`src/rtl/mdu_iter.sv`:
```
// Iterative unsigned multiply/divide unit: MUL, MULHU, DIVU, REMU over WIDTH run cycles.
// Define MDU_DIV_EN to build the restoring divider; without it DIVU/REMU complete at once with 0.
module mdu_iter #(
    parameter int WIDTH = 32
) (
    input  logic             clk,
    input  logic             rstn,
    input  logic             start,
    input  logic [1:0]       op,
    input  logic [WIDTH-1:0] src_a,
    input  logic [WIDTH-1:0] src_b,
    input  logic             flush,
    output logic             busy,
    output logic             done,
    output logic [WIDTH-1:0] result
);

    localparam int CW = $clog2(WIDTH);
    localparam logic [CW-1:0] LAST = CW'(WIDTH - 1);

    typedef enum logic [1:0] {
        IDLE,
        RUN,
        DONE
    } state_t;

    state_t             state;
    logic [1:0]         op_q;
    logic [CW-1:0]      cnt;
    logic [2*WIDTH-1:0] acc;
    logic [2*WIDTH-1:0] acc_nx;
    logic [WIDTH-1:0]   mcand;
    logic [WIDTH-1:0]   res_nx;

    // Shift-add step: add multiplicand into the high half when the current
    // multiplier bit (acc[0]) is set, then shift the whole accumulator right.
    function automatic logic [2*WIDTH-1:0] mul_step(input logic [2*WIDTH-1:0] a,
                                                    input logic [WIDTH-1:0]   m);
        logic [WIDTH:0] sum;
        sum = {1'b0, a[2*WIDTH-1:WIDTH]} + (a[0] ? {1'b0, m} : {(WIDTH+1){1'b0}});
        return {sum, a[WIDTH-1:1]};
    endfunction

    assign acc_nx = mul_step(acc, mcand);

`ifdef MDU_DIV_EN
    logic [WIDTH-1:0]   rem;
    logic [WIDTH-1:0]   quo;
    logic [WIDTH-1:0]   dvsr;
    logic [2*WIDTH-1:0] div_nx;

    // Restoring step: the W+1-bit difference carries the trial sign in its MSB.
    // With a zero divisor the subtract never goes negative, giving all-ones/dividend.
    function automatic logic [2*WIDTH-1:0] div_step(input logic [WIDTH-1:0] r,
                                                    input logic [WIDTH-1:0] q,
                                                    input logic [WIDTH-1:0] d);
        logic [WIDTH:0] shifted;
        logic [WIDTH:0] diff;
        shifted = {r, q[WIDTH-1]};
        diff    = shifted - {1'b0, d};
        if (diff[WIDTH])
            return {shifted[WIDTH-1:0], q[WIDTH-2:0], 1'b0};
        return {diff[WIDTH-1:0], q[WIDTH-2:0], 1'b1};
    endfunction

    assign div_nx = div_step(rem, quo, dvsr);
`endif

    always_comb begin
        res_nx = '0;
        case (op_q)
            2'b00:   res_nx = acc_nx[WIDTH-1:0];
            2'b01:   res_nx = acc_nx[2*WIDTH-1:WIDTH];
`ifdef MDU_DIV_EN
            2'b10:   res_nx = div_nx[WIDTH-1:0];
            2'b11:   res_nx = div_nx[2*WIDTH-1:WIDTH];
`endif
            default: res_nx = '0;
        endcase
    end

    always_ff @(posedge clk or negedge rstn) begin
        if (!rstn) begin
            state  <= IDLE;
            busy   <= 1'b0;
            done   <= 1'b0;
            result <= '0;
            op_q   <= '0;
            cnt    <= '0;
            acc    <= '0;
            mcand  <= '0;
`ifdef MDU_DIV_EN
            rem    <= '0;
            quo    <= '0;
            dvsr   <= '0;
`endif
        end else begin
            done <= 1'b0;
            if (flush) begin
                state <= IDLE;
                busy  <= 1'b0;
            end else if (state == RUN) begin
                cnt <= cnt + 1'b1;
                if (!op_q[1]) begin
                    acc <= acc_nx;
                end
`ifdef MDU_DIV_EN
                else begin
                    rem <= div_nx[2*WIDTH-1:WIDTH];
                    quo <= div_nx[WIDTH-1:0];
                end
`endif
                // Last bit is folded in on this edge, so the result comes from the next-state value.
                if (cnt == LAST) begin
                    state  <= DONE;
                    busy   <= 1'b0;
                    done   <= 1'b1;
                    result <= res_nx;
                end
            end else if (start) begin
                op_q  <= op;
                cnt   <= '0;
                acc   <= {{WIDTH{1'b0}}, src_b};
                mcand <= src_a;
`ifdef MDU_DIV_EN
                rem   <= '0;
                quo   <= src_a;
                dvsr  <= src_b;
                state <= RUN;
                busy  <= 1'b1;
`else
                if (op[1]) begin
                    state  <= DONE;
                    done   <= 1'b1;
                    result <= '0;
                end else begin
                    state <= RUN;
                    busy  <= 1'b1;
                end
`endif
            end else begin
                state <= IDLE;
            end
        end
    end

endmodule

```
`config.mk`:
```
export PLATFORM = sky130hd
export DESIGN_NAME = mdu_iter
export DESIGN_NICKNAME = d
export VERILOG_FILES = /design/src/rtl/mdu_iter.sv
export SDC_FILE = /design/constraint.sdc
export NUM_CORES = 1
export LEC_CHECK = 0
export CORE_ASPECT_RATIO = 0.9
export CORE_MARGIN = 4
export CORE_UTILIZATION = 45
export DETAILED_ROUTE_END_ITERATION = 10
export PLACE_DENSITY = 0.67
export SLEW_MARGIN = 20
export SYNTH_ARGS = -nofsm -noshare
export SYNTH_HDL_FRONTEND = slang
export SYNTH_SLANG_ARGS = --single-unit
```
`constraint.sdc`:
```
create_clock -name clk -period 3.85 [get_ports clk]
set_input_delay 0.9625 -clock clk [delete_from_list [all_inputs] [get_ports clk]]
set_output_delay 0.9625 -clock clk [all_outputs]
set_load 0.01 [all_outputs]
```
==> out/qor.txt <==
Worst path slowest cell = o41a_1
Register area share after synthesis = 45.2%
Worst path bufs/invs = 1
Mapped Cells = 869
Fin. Hold Viols = 0
Placed Cells = 1,139
Synth top area cells = dfrtp_1 (45%), nand2_1 (9.3%), o21ai_0 (6.8%)
Cell breakdown of the critical path = buf_4, and2_1, ha_1, nand2_1, o21ai_0, a31oi_1, a21boi_2, o41a_1, o41a_1, or4_1, nand3_1
Highest clock rate = 294 MHz
Crit end category = flop
Reg-to-reg endpoint = result[28]$_DFFE_PN0P_
Netlist cell types = 52
Full die area = 0.0193 mm²
IO Port Bufs = 103
Layout Skew = 6.40 ps
Slew headroom = 40.4%
EDFF count, synth = 0
Mapped Avg Cell Area = 8.85 µm²
Crit path DAT = 3760 ps
CP max stage delay = 490 ps
Most frequent cells in the layout = nand2_1 (190), dfrtp_1 (139), o21ai_0 (105)
Largest net degree at the start of global routing = 74
TritonCTS clock tree = built
Synth Warn # = 0
Setup_tns = 0 ps
Fin crit share = 88.4%
P_leak = 4.45 nW
CP dominant cell by count = o41a_1
Number of global-route vias before repair = 6,138
Dpl hpwl = 14,300 µm
Reg2reg path depth = 11
Final Setup Violations = 0
Initial DRT Pass Iterations = 5
FF/Latch Area = 0.00348 mm²
Critical path startpoint category = flop
CTS buffer count = 17
H-tree depth = 4
Nets@finish = 1,052
Critical Path Source = acc[0]$_DFFE_PN0P_
Clk_lat worst skew = 420 ps
RePlAce Congestion = 0.889
First-pass GRT wire length = 32,600 µm
Wire per inst = 17.1 µm
GR Overflow Total = 0
Hold crit path type = reg2reg
Final worst path period need = 3400 ps
GRT Resource Usage Total = 20.9%
Post-synthesis adder-cell area fraction = 5.79%
Syn Nets = 974
Starting density of the core = 45.7%
Main combinational cell family by area after synthesis = simple AND/OR/NAND/NOR gates
CTS sink count = 139
Peak supply drop = 254 µV
PwrDens = 438 mW/mm²
Yosys reg bits = 139
Status = complete, no violations
IO Pins = 104
CTS resizes = 0
Ys async rst share = 100%
Synth Area in Simple Gates = 19.3%
DRT Wirelength = 19,900 µm
Most common cell after layout, fill and taps aside = nand2_1
Top cell type by total area after synthesis = dfrtp_1
Post-Layout Cell Count = 1,169
CP Class = reg2reg
DRC Markers = 0
Die X = 146 µm
Clock buffer depth = 2
Crit path max fanout = 23
Vias per cell = 5.46
Max-cap violations = 0
Iter 0 DRT Violations = 573
Ant diodes = 0
Slew @ Worst Pin = 894 ps
Critical Path End = result[28]$_DFFE_PN0P_
RSZ-0062 raised after global routing = false
Critical R2R Launch = acc[0]$_DFFE_PN0P_
R2R Setup Slk = 450 ps
Std-Cell Rows = 45
Post-synthesis xor/xnor area fraction = 3.30%
Multiplexer area fraction after synthesis = 4.57%
Worst path required time = 4200 ps
Critical path depth = 11
Core Area = 0.0168 mm²
Synth Area in Compound Gates = 18.2%
Mapped cell area = 0.00769 mm²
Share of cells above drive strength 1 = 5.74%
Number of hold buffers added after cts = 0
Root Driver = clkbuf_16
Fillcell total = 1,533
Primary FF master, synth = dfrtp_1
Postcts setup bufs = 0
Clock-pin slew on the worst setup and hold paths = 60 ps
Vias = 6,379
Multi-input gate area = 0.00395 mm²
Area growth syn-to-layout = 23.2%
Share of the synthesized area in the top cell type = 45.2%
Die height = 132 µm
Fin. max-slew vios = 0
Initial antenna violation count = 0
CP delay by family, top = compound AO/OA/AOI/OAI gates
Routed Antenna Nets = 0
report_power, final:
| group | total [W] | internal (W) | switching [W] |
|---|---|---|---|
| Clock | 0.00157 | 0.000961 | 0.000613 |
| Sequential | 0.00176 | 0.00163 | 0.000136 |
| Combinational | 0.000816 | 0.000328 | 0.000488 |
cells by family after synthesis:
logic type / Yosys count
AO/OA/AOI/OAI: 226
adder cells (fa/ha/maj): 35
AND/OR/NAND/NOR: 331
multiplexers: 35
flip-flops: 139
buffers and inverters: 74
XOR/XNOR: 29
through the flow:
stage | total power [W] | utilization (%) | cell area (µm²) | hold WS, ps | setup WS [ps]
floorplan | 0.00227 | - | 7690 | 437 | 772
global placement | 0.00258 | 52.9 | 8910 | 452 | 504
detailed placement | 0.00260 | 52.9 | 8910 | 454 | 480
CTS | 0.00419 | 56.3 | 9480 | 468 | 450
global route | 0.00438 | 56.3 | 9480 | 493 | 132
finish | 0.00415 | 56.3 | 9480 | 466 | 446
state kept, by name (all words and copies together) (netlist names):
| name | flops |
|---|---|
| op_q | 2 |
| mcand | 32 |
| result | 32 |
| done | 1 |
| cnt | 5 |
| busy | 1 |
| acc | 64 |
| state | 2 |
layout make-up:
type	count	share of cell area (%)
Timing Repair Buffer	116	12.2
Tap cell	211	2.79
Multi-Input combinational cell	656	41.7
Clock buffer	19	4.67
Clock inverter	11	1.28
Sequential cell	139	36.7
Inverter	17	0.673
cell usage after synthesis (3+ instances only):
cell	n
inv_1	17
or3_1	4
ha_1	34
o21bai_1	5
a22o_1	10
a32oi_1	14
nor2_1	30
nand3_1	37
dfrtp_1	139
mux2i_1	34
xor2_1	14
and2_1	33
o211ai_1	3
clkbuf_1	56
nor2b_1	6
a21oi_1	40
nand4_1	13
nand2b_1	3
a211oi_1	4
nand2_1	190
xnor2_1	15
a21o_1	10
a31oi_1	3
and3_1	3
nor3_1	5
o21a_1	10
o21ai_0	105
worst min path at each step:
stage / from / endpoint / slack, ps / cells after the start
after floorplan: mcand[31]$_DFFE_PN0P_ / mcand[31]$_DFFE_PN0P_ / 440 / 2
after global placement: mcand[11]$_DFFE_PN0P_ / mcand[11]$_DFFE_PN0P_ / 450 / 2
after detailed placement: mcand[21]$_DFFE_PN0P_ / mcand[21]$_DFFE_PN0P_ / 450 / 2
after CTS: mcand[21]$_DFFE_PN0P_ / mcand[21]$_DFFE_PN0P_ / 470 / 2
after global routing: mcand[21]$_DFFE_PN0P_ / mcand[21]$_DFFE_PN0P_ / 490 / 2
final: mcand[21]$_DFFE_PN0P_ / mcand[21]$_DFFE_PN0P_ / 470 / 2
worst register-to-register path: stages, from the launching register on:
cell and delay [ps]:
dfrtp_1 480, buf_4 250, and2_1 160, ha_1 380, nand2_1 70, o21ai_0 280, a31oi_1 120, a21boi_2 190
o41a_1 420, o41a_1 490, or4_1 410, nand3_1 80
layer usage:
metal / track usage (%) / wire [µm] / up-vias
li1: - / - / 3189
met1: 31.7 / 10100 / 3007
met2: 29.7 / 8410 / 170
met3: 6.08 / 1240 / 13
met4: 4.64 / 180 / 0
met5: 0 / 0 / -
No activity file was read; power rests on OpenSTA's default activity.
